$ cat src/rtl/i2s_pkg.sv
// Shared types and constants for the I2S transmit scheduler and its sample FIFO.
package i2s_pkg;

    localparam int FRAME_BITS = 32;
    localparam int CHAN_BITS  = 16;

    localparam logic [FRAME_BITS-1:0] ZERO_FRAME = '0;

    typedef enum logic [1:0] {
        IDLE  = 2'd0,
        LOAD  = 2'd1,
        SHIFT = 2'd2
    } state_t;

    // Word select for a given bit position: left channel first, then right.
    function automatic logic ws_for_bit(input logic [4:0] bit_idx);
        return bit_idx >= 5'(CHAN_BITS);
    endfunction

endpackage

$ cat src/rtl/i2s_sample_fifo.sv
// Synchronous sample FIFO with registered ready and occupancy; head is the oldest entry.
module i2s_sample_fifo
    import i2s_pkg::*;
#(
    parameter int DEPTH = 4
) (
    input  logic                    clk,
    input  logic                    rst_n,
    input  logic [FRAME_BITS-1:0]   wr_data,
    input  logic                    wr_valid,
    output logic                    wr_ready,
    input  logic                    pop,
    output logic [FRAME_BITS-1:0]   head,
    output logic                    empty,
    output logic [$clog2(DEPTH):0]  level
);

    localparam int AW = $clog2(DEPTH);
    localparam logic [AW:0] FULL_LEVEL = (AW + 1)'(DEPTH);

    logic [FRAME_BITS-1:0] mem [DEPTH];
    logic [AW-1:0]         wr_ptr;
    logic [AW-1:0]         rd_ptr;
    logic [AW:0]           level_nxt;
    logic                  do_push;
    logic                  do_pop;

    assign empty   = (level == '0);
    assign do_push = wr_valid && wr_ready;
    assign do_pop  = pop && !empty;
    assign head    = mem[rd_ptr];

    // NOTE: level_nxt is given a default before the branches so no latch is inferred.
    always_comb begin
        level_nxt = level;
        if (do_push && !do_pop) begin
            level_nxt = level + (AW + 1)'(1);
        end else if (do_pop && !do_push) begin
            level_nxt = level - (AW + 1)'(1);
        end
    end

    // NOTE: sequential state uses non-blocking assignments so every flop samples pre-edge values.
    always_ff @(posedge clk or negedge rst_n) begin
        if (!rst_n) begin
            wr_ptr   <= '0;
            rd_ptr   <= '0;
            level    <= '0;
            wr_ready <= 1'b1;
        end else begin
            if (do_push) begin
                wr_ptr <= wr_ptr + AW'(1);
            end
            if (do_pop) begin
                rd_ptr <= rd_ptr + AW'(1);
            end
            level    <= level_nxt;
            wr_ready <= (level_nxt != FULL_LEVEL);
        end
    end

    // NOTE: storage is not reset; occupancy and pointers alone define which entries are valid.
    always_ff @(posedge clk) begin
        if (do_push) begin
            mem[wr_ptr] <= wr_data;
        end
    end

endmodule

$ cat src/rtl/i2s_frame_scheduler.sv
// I2S transmit sequencer: divides MasterCLK into the bit clock, picks each stereo frame
// from the sample FIFO or the test-tone input, and shifts it out MSB-first.
module i2s_frame_scheduler
    import i2s_pkg::*;
#(
    parameter int CLK_DIV    = 4,
    parameter int FIFO_DEPTH = 4
) (
    input  logic                         MasterCLK,
    input  logic                         Reset_n,
    input  logic                         Enable,
    input  logic                         Mute,
    input  logic                         SrcSel,
    input  logic [FRAME_BITS-1:0]        WrData,
    input  logic                         WrValid,
    output logic                         WrReady,
    input  logic [FRAME_BITS-1:0]        TestData,
    input  logic                         UnderrunClr,
    output logic                         Underrun,
    output logic [$clog2(FIFO_DEPTH):0]  Level,
    output logic                         FrameSync,
    output logic                         I2S_CLK,
    output logic                         I2S_WS,
    output logic                         I2S_DATA
);

    localparam logic [7:0] DIV_LAST = 8'(CLK_DIV - 1);
    localparam logic [4:0] LAST_BIT = 5'(FRAME_BITS - 1);

    state_t                state;
    logic [7:0]            div_cnt;
    logic [4:0]            bit_cnt;
    logic [FRAME_BITS-1:0] shreg;
    logic [FRAME_BITS-1:0] next_frame;
    logic [FRAME_BITS-1:0] fifo_head;
    logic                  fifo_empty;
    logic                  fifo_pop;
    logic                  div_wrap;
    logic                  underrun_set;

    i2s_sample_fifo #(
        .DEPTH (FIFO_DEPTH)
    ) u_fifo (
        .clk      (MasterCLK),
        .rst_n    (Reset_n),
        .wr_data  (WrData),
        .wr_valid (WrValid),
        .wr_ready (WrReady),
        .pop      (fifo_pop),
        .head     (fifo_head),
        .empty    (fifo_empty),
        .level    (Level)
    );

    assign FrameSync    = (state == LOAD);
    assign fifo_pop     = (state == LOAD) && !SrcSel;
    assign underrun_set = (state == LOAD) && !SrcSel && fifo_empty;
    assign div_wrap     = (state == SHIFT) && (div_cnt == DIV_LAST);
    // The bit on the wire is always the top of the shift register.
    assign I2S_DATA     = shreg[FRAME_BITS-1];

    // Mute zeroes the payload only; the pop and underrun decisions are unaffected.
    always_comb begin
        next_frame = ZERO_FRAME;
        if (SrcSel) begin
            next_frame = TestData;
        end else if (!fifo_empty) begin
            next_frame = fifo_head;
        end
        if (Mute) begin
            next_frame = ZERO_FRAME;
        end
    end

    always_ff @(posedge MasterCLK or negedge Reset_n) begin
        if (!Reset_n) begin
            state   <= IDLE;
            div_cnt <= '0;
            bit_cnt <= '0;
            shreg   <= ZERO_FRAME;
            I2S_CLK <= 1'b0;
            I2S_WS  <= 1'b0;
        end else begin
            case (state)
                IDLE: begin
                    div_cnt <= '0;
                    shreg   <= ZERO_FRAME;
                    I2S_CLK <= 1'b0;
                    I2S_WS  <= 1'b0;
                    if (Enable) begin
                        state <= LOAD;
                    end
                end
                LOAD: begin
                    shreg   <= next_frame;
                    bit_cnt <= '0;
                    div_cnt <= '0;
                    I2S_WS  <= 1'b0;
                    state   <= SHIFT;
                end
                SHIFT: begin
                    if (div_wrap) begin
                        div_cnt <= '0;
                        I2S_CLK <= ~I2S_CLK;
                        // Falling toggle: advance to the next bit, or close the frame after bit 31.
                        if (I2S_CLK) begin
                            if (bit_cnt == LAST_BIT) begin
                                if (Enable) begin
                                    state <= LOAD;
                                end else begin
                                    state  <= IDLE;
                                    shreg  <= ZERO_FRAME;
                                    I2S_WS <= 1'b0;
                                end
                            end else begin
                                bit_cnt <= bit_cnt + 5'd1;
                                shreg   <= {shreg[FRAME_BITS-2:0], 1'b0};
                                I2S_WS  <= ws_for_bit(bit_cnt + 5'd1);
                            end
                        end
                    end else begin
                        div_cnt <= div_cnt + 8'd1;
                    end
                end
                default: state <= IDLE;
            endcase
        end
    end

    always_ff @(posedge MasterCLK or negedge Reset_n) begin
        if (!Reset_n) begin
            Underrun <= 1'b0;
        end else if (underrun_set) begin
            Underrun <= 1'b1;
        end else if (UnderrunClr) begin
            Underrun <= 1'b0;
        end
    end

endmodule

$ cat config.mk
export PLATFORM = sky130hd
export DESIGN_NAME = i2s_frame_scheduler
export DESIGN_NICKNAME = d
export VERILOG_FILES = /design/src/rtl/i2s_pkg.sv /design/src/rtl/i2s_sample_fifo.sv /design/src/rtl/i2s_frame_scheduler.sv
export SDC_FILE = /design/constraint.sdc
export NUM_CORES = 1
export LEC_CHECK = 0
export ABC_CLOCK_PERIOD_IN_PS = 3440
export CAP_MARGIN = 40
export CORE_MARGIN = 8
export CORE_UTILIZATION = 61
export CTS_CLUSTER_SIZE = 10
export DETAILED_ROUTE_END_ITERATION = 6
export GPL_TIMING_DRIVEN = 0
export PLACE_DENSITY = 0.85
export SLEW_MARGIN = 40
export SYNTH_ARGS = -nofsm -noshare
export SYNTH_HDL_FRONTEND = slang
export SYNTH_SLANG_ARGS = --single-unit
$ cat constraint.sdc
create_clock -name MasterCLK -period 3.44 [get_ports MasterCLK]
set_clock_uncertainty 0.2 [all_clocks]
set_input_delay 0.86 -clock MasterCLK [delete_from_list [all_inputs] [get_ports MasterCLK]]
set_output_delay 0.86 -clock MasterCLK [all_outputs]
set_load 0.005 [all_outputs]
==> out/qor.yml, run 1 <==
result_of_the_run: "finished, final reports clean"
gp_routability_congestion: 0.741
maximum_number_of_pins_on_one_net_before_global_route_repair: 41
ffs_w_async_s_r_synth_pct: 31.2
worst-r2r-setup-slack_ns: 0.78
portBuffers: 79
clock_sinks: 186
rsz0062_at_grt: "no"
post_drt_via_cell_ratio: 6.16
post_cts_buffers: 0
clk_transition_reported_paths_ns: 0.07
antenna_found_initial: 0
synthDominantAreaCellType: "sky130_fd_sc_hd__edfxtp_1"
synth.top_cells.by_area: "sky130_fd_sc_hd__edfxtp_1 50%, sky130_fd_sc_hd__dfrtp_1 19%, sky130_fd_sc_hd__mux4_2 9.5%, sky130_fd_sc_hd__a222oi_1 4.1%, sky130_fd_sc_hd__ha_1 2.5%"
ff2ff_path_depth: 8
cell_count_after_synthesis: 461
finish.net_count: 646
cts_resized: 0
setup_viol: 0
synth_enable_flop_cells: 128
tritoncts.num_buffers: 17
hold_ws_ns: 0.111
dp_hpwl_microns: 10500
clkLatencyLatePin_ns: 0.42
ir_drop_v: 0.000746
place_inst: 713
drt_iter0_markers: 671
critical_path_class: "reg2out"
syn-mean-instance-area_sq_um: 16.5
leakagePower_nw: 3.31
core_sq_um: 12400
hold_class: "in2async"
cts.htree.levels: 4
routed-via-count: 4591
relSlewSlack_pct: 53.7
aggregate_global_route_resource_usage_pct: 21.6
layout_min_cycle_time_ns: 2.87
die_area_sq_um: 16300
dominantRegCellSynth: "sky130_fd_sc_hd__edfxtp_1"
antenna_left: 0
cp_data_arrival_time_ns: 1.81
die_w_microns: 128
die-height_microns: 128
synth_cell_types: 43
drv_slew: 0
synth-warning-count: 0
antenna-diode-count: 0
yosysTopAreaCellShare_pct: 50.5
cts_tree: "done"
period_share_pct: 83.3
synth_seq_area_share_pct: 69.6
post_route_cells_drive_above_1_share_pct: 15.9
drt_pass1_iterations: 7
drcViolationCount: 0
power_per_cell_area_nw_per_um2: 767
wirelength_microns: 16200
num_rows: 41
first_pass_grt_wire_length_microns: 26600
fin_cells: 745
postSynthNetCount: 547
area_growth_pct: 21.2
clock.fmax_mhz: 349
report.final.hold_viol_count: 0
first_global_vias: 4920
synth.cell_area_sq_um: 7610
grt_remaining_overflow: 0
hold_buffers: 0
crit_path_end_kind: "output pin"
io-pin-count: 80
floorplan.initialDensity_pct: 61.3
seq_cells_post_synth: 186
route.detailed.wl_per_inst_microns: 21.7
clock-root-buffer: "sky130_fd_sc_hd__clkbuf_16"
startpoint_type: "register"
clk_path_buf_depth: 2
drv_cap: 0
max_slew.worst_pin.slew_ns: 0.694
timing.critical_path.required_ns: 2.38
largest_fanout_on_the_critical_path: 7
-- placed cells by master (no fill, tap or decap), drive strengths merged, types with 7 or more instances in the layout --
cell type      count
a222oi            31
buf               12
clkbuf            39
clkdlybuf4s50     78
clkinv             7
dfrtp             57
edfxtp           128
ha                15
inv               14
mux4              32
nand2             44
nor2              11
o21ai             40
xnor2              8
xor2               7
-- registers in the layout (all words and copies together), names as in the netlist --
name	flops
I2S_CLK	1
I2S_WS	1
Underrun	1
bit_cnt	5
div_cnt	8
shreg	32
state	2
u_fifo.level	3
u_fifo.mem	128
u_fifo.rd_ptr	2
u_fifo.wr_ptr	2
u_fifo.wr_ready	1
-- where the power goes --
group          leakage, nW  switching [W]  total (W)  internal, W
Sequential            1.95       0.000190    0.00307      0.00288
Clock                0.285       0.000832    0.00185      0.00102
Combinational         1.07        0.00121    0.00216     0.000948
Total                 3.31        0.00223    0.00708      0.00485
-- metal layers --
metal / part of all wire (%) / track usage (%) / wire (microns)
met1: 40 / 26.9 / 6480
met2: 51 / 35.4 / 8290
met3: 7.8 / 6.45 / 1260
met4: 1.0 / 7.48 / 166
met5: 0 / 0 / 0
-- through the flow --
stage	instance area, sq um	power, W	setup WS, ns	utilization [%]	TNS (ns)
2_1_floorplan	7610	0.00455	1.15	-	0
3_3_place_gp	8620	0.00516	-0.494	69.4	-28.51
3_5_place_dp	8660	0.00527	0.118	69.7	0
4_1_cts	9220	0.00712	0.552	74.3	0
5_1_grt	9230	0.00743	0.482	74.3	0
6_report	9230	0.00708	0.573	74.3	0
-- worst paths after layout --
| kind | endpoint | startpoint |
|---|---|---|
| max | FrameSync | state[1] |
| min in group MasterCLK | shreg[1] | shreg[1] |
| min | bit_cnt[2] | Reset_n |
| max in group asynchronous | u_fifo.wr_ready | Reset_n |
| max reg2reg | shreg[18] | bit_cnt[0] |
| min reg2reg | shreg[1] | shreg[1] |
-- critical path: stages (launching register included) --
cell and delay (ns):
sky130_fd_sc_hd__dfrtp_1 0.41, sky130_fd_sc_hd__inv_1 0.12, sky130_fd_sc_hd__ha_1 0.30, sky130_fd_sc_hd__clkdlybuf4s50_1 0.56
-- cell families after synthesis --
kind of cell,synth area share (%)
DFF,69.6
muxes,10.0
xor gates and xnor gates,1.73
buffers and inverters,2.33
AOI/OAI and AO/OA,8.17
and+or+nand+nor,5.70
adders and majority gates,2.47
-- final cells by class --
cell class | count | area [sq um]
Timing Repair Buffer | 80 | 808
Fill cell | 730 | 3190
Clock inverter | 11 | 83.8
Tap cell | 172 | 215
Inverter | 10 | 37.5
Buffer | 28 | 140
Clock buffer | 21 | 482
Sequential cell | 186 | 5300
Multi-Input combinational cell | 237 | 2170
-- synthesized netlist by cell type (all sizes together), types with 8 or more instances --
cell	n
clkbuf	18
ha	15
mux4	32
dfrtp	57
xnor2	8
nor2	11
o21ai	40
buf	10
a222oi	31
edfxtp	128
inv	10
nand2	44
Power figures use the tool's default switching activity.
==> run 2, diff against run 1 <==
--- a/config.mk
+++ b/config.mk
@@ -5,14 +5,14 @@
 export SDC_FILE = /design/constraint.sdc
 export NUM_CORES = 1
 export LEC_CHECK = 0
-export ABC_CLOCK_PERIOD_IN_PS = 3440
+export ABC_CLOCK_PERIOD_IN_PS = 2600
 export CAP_MARGIN = 40
 export CORE_MARGIN = 8
-export CORE_UTILIZATION = 61
+export CORE_UTILIZATION = 51
 export CTS_CLUSTER_SIZE = 10
 export DETAILED_ROUTE_END_ITERATION = 6
 export GPL_TIMING_DRIVEN = 0
-export PLACE_DENSITY = 0.85
+export PLACE_DENSITY = 0.76
 export SLEW_MARGIN = 40
 export SYNTH_ARGS = -nofsm -noshare
 export SYNTH_HDL_FRONTEND = slang
==> constraint.sdc (replaced) <==
create_clock -name MasterCLK -period 2.6 [get_ports MasterCLK]
set_clock_uncertainty 0.2 [all_clocks]
set_input_delay 0.65 -clock MasterCLK [delete_from_list [all_inputs] [get_ports MasterCLK]]
set_output_delay 0.65 -clock MasterCLK [all_outputs]
set_load 0.005 [all_outputs]
==> run 2 against run 1 <==
Effect of this change: critical path depth stayed put; sequential share of layout area is 0.70 points lower; final area is 1.2% higher; core utilization is 10 points lower; global-route usage is 4.3 points lower; critical path type unchanged; register-to-register slack worse by 0.67 ns; first-iteration DRC count is 27% lower; flip-flop and latch count stayed put; routed wire length is 0.62% lower.
==> out/qor.yml, run 2 (synthesis results as in run 1) <==
drcViolationCount: 0  # unchanged
rsz0062_at_grt: "no"  # unchanged
io-pin-count: 80  # unchanged
leakagePower_nw: 3.35  # was 3.31 nW
post_cts_buffers: 0  # unchanged
floorplan.initialDensity_pct: 52.2  # was 61.3%
largest_register: "u_fifo.mem"  # unchanged
area_growth_pct: 22.7  # was 21.2%
clk_transition_reported_paths_ns: 0.06  # was 0.07 ns
routed-via-count: 4501  # was 4,591
timing.critical_path.required_ns: 1.75  # was 2.38 ns
aggregate_global_route_resource_usage_pct: 17.3  # was 21.6%
largest_reg_flops: 128  # unchanged
antenna_left: 0  # unchanged
maximum_number_of_pins_on_one_net_before_global_route_repair: 42  # was 41
commonest_non_fill_non_tap_cell_in_the_layout: "sky130_fd_sc_hd__edfxtp_1"  # unchanged
multiInputGateArea_sq_um: 2180  # was 2170 sq um
grt_remaining_overflow: 0  # unchanged
power_per_cell_area_nw_per_um2: 1040  # was 767 nW/um^2
clk_path_buf_depth: 2  # unchanged
setup_viol: 0  # unchanged
largestRegisters: "u_fifo.mem x128, shreg x32, div_cnt x8"  # unchanged
cts_tree: "done"  # unchanged
place_inst: 725  # was 713
clock.fmax_mhz: 399
startpoint_type: "register"  # unchanged
final_standard_cell_area_without_fillers_sq_um: 9340  # was 9230 sq um
finish.net_count: 646  # unchanged
cp_data_arrival_time_ns: 1.66  # was 1.81 ns
antenna-diode-count: 0  # unchanged
final_core_utilization_pct: 64.0  # was 74.3%
fill_count: 1016  # was 730
die-height_microns: 138  # was 128 microns
post_route_cells_drive_above_1_share_pct: 16.8  # was 15.9%
drt_iter0_markers: 487  # was 671
gp_routability_congestion: 0.771  # was 0.741
total_power_w: 0.00971  # was 0.00708 W
dp_hpwl_microns: 10500  # about the same
post_drt_via_cell_ratio: 5.95  # was 6.16
die_area_sq_um: 19100  # was 16,300 sq um
report.final.hold_viol_count: 0  # unchanged
crit_path_end_kind: "output pin"  # unchanged
portBuffers: 79  # unchanged
drt_pass1_iterations: 7  # unchanged
max_slew.worst_pin.slew_ns: 0.686  # was 0.694 ns
clock-root-buffer: "sky130_fd_sc_hd__clkbuf_16"  # unchanged
clkLatencyLatePin_ns: 0.43  # was 0.42 ns
fin_setup_tns_ns: 0  # unchanged
layout.area.seq_sq_um: 5300  # unchanged
route.detailed.wl_per_inst_microns: 21.3  # was 21.7 microns
largest_fanout_on_the_critical_path: 7  # unchanged
layout_min_cycle_time_ns: 2.51
tritoncts.num_buffers: 17  # unchanged
period_share_pct: 96.4
antenna_found_initial: 0  # unchanged
first_pass_grt_wire_length_microns: 25700  # was 26,600 microns
num_rows: 44  # was 41
ir_drop_v: 0.000638  # was 0.000746 V
dpl-instance-area_sq_um: 8670  # was 8660 sq um
most-common-layout-cells: "128 x sky130_fd_sc_hd__edfxtp_1, 78 x sky130_fd_sc_hd__clkdlybuf4s50_1, 57 x sky130_fd_sc_hd__dfrtp_1, 44 x sky130_fd_sc_hd__nand2_1, 32 x sky130_fd_sc_hd__mux4_2"  # unchanged
cts.htree.levels: 4  # unchanged
core_sq_um: 14600  # was 12,400 sq um
result_of_the_run: "finished, final reports clean"  # unchanged
first_global_vias: 4803  # was 4,920
drv_cap: 0  # unchanged
clock_sinks: 186  # unchanged
critical_path_class: "reg2out"  # unchanged
drv_slew: 0  # unchanged
relSlewSlack_pct: 54.3  # was 53.7%
die_w_microns: 138  # was 128 microns
hold_class: "reg2reg"  # was in2async
wirelength_microns: 16100  # was 16,200 microns
fin_cells: 757  # was 745
run 2: final cells by class:
| type | instances | share of cell area, % |
|---|---|---|
| Sequential cell | 186 | 56.7 |
| Multi-Input combinational cell | 237 | 23.4 |
| Timing Repair Buffer | 81 | 8.76 |
| Clock buffer | 19 | 4.63 |
| Tap cell | 184 | 2.46 |
| Clock inverter | 13 | 2.13 |
| Buffer | 27 | 1.54 |
| Inverter | 10 | 0.402 |
run 2: worst max-delay path: stages (launching register included):
cell	delay (ns)
sky130_fd_sc_hd__dfrtp_1	0.43
sky130_fd_sc_hd__inv_2	0.11
sky130_fd_sc_hd__ha_4	0.17
sky130_fd_sc_hd__clkdlybuf4s50_1	0.52
run 2: repair_timing:
| action | in CTS | in global routing |
|---|---|---|
| gates resized for setup | 5 | 8 |
| endpoints found under the hold margin | 16 | 0 |
| hold buffers | 1 | 0 |
| setup endpoints to repair | 31 | 25 |
run 2: stage by stage:
step	setup WS, ns	hold slack (ns)
floorplan	0.388	0.154
global placement	-1.14	0.268
detailed placement	-0.468	0.273
CTS	0.00371	0.287
global route	0.00681	0.303
finish	0.0938	0.283
run 2: routing by layer:
| metal | track usage [%] | share of wire (%) | wire, microns |
|---|---|---|---|
| met5 | 0 | 0 | 0 |
| met4 | 7.61 | 2.1 | 342 |
| met3 | 5.38 | 5.7 | 916 |
| met2 | 28.4 | 51 | 8280 |
| met1 | 20.6 | 41 | 6560 |
run 2: report_power, final:
part | switching, W | internal (W) | leakage [nW] | total (W)
clock | 0.00105 | 0.00170 | 0.309 | 0.00275
combinational | 0.00160 | 0.00128 | 1.09 | 0.00288
sequential | 0.000269 | 0.00381 | 1.95 | 0.00408
run 2: final timing paths:
| kind | start | endpoint | slack, ns | cells after the start |
|---|---|---|---|---|
| hold reg to reg | shreg[31] | shreg[31] | 0.28 | 2 |
| min in group asynchronous | Reset_n | u_fifo.wr_ptr[0] | 0.43 | 2 |
| max in group asynchronous | Reset_n | shreg[2] | 1.26 | 3 |
| hold / removal | shreg[31] | shreg[31] | 0.28 | 2 |
| setup reg to reg | u_fifo.level[1] | shreg[21] | 0.11 | 7 |
| setup / recovery | state[1] | FrameSync | 0.09 | 3 |
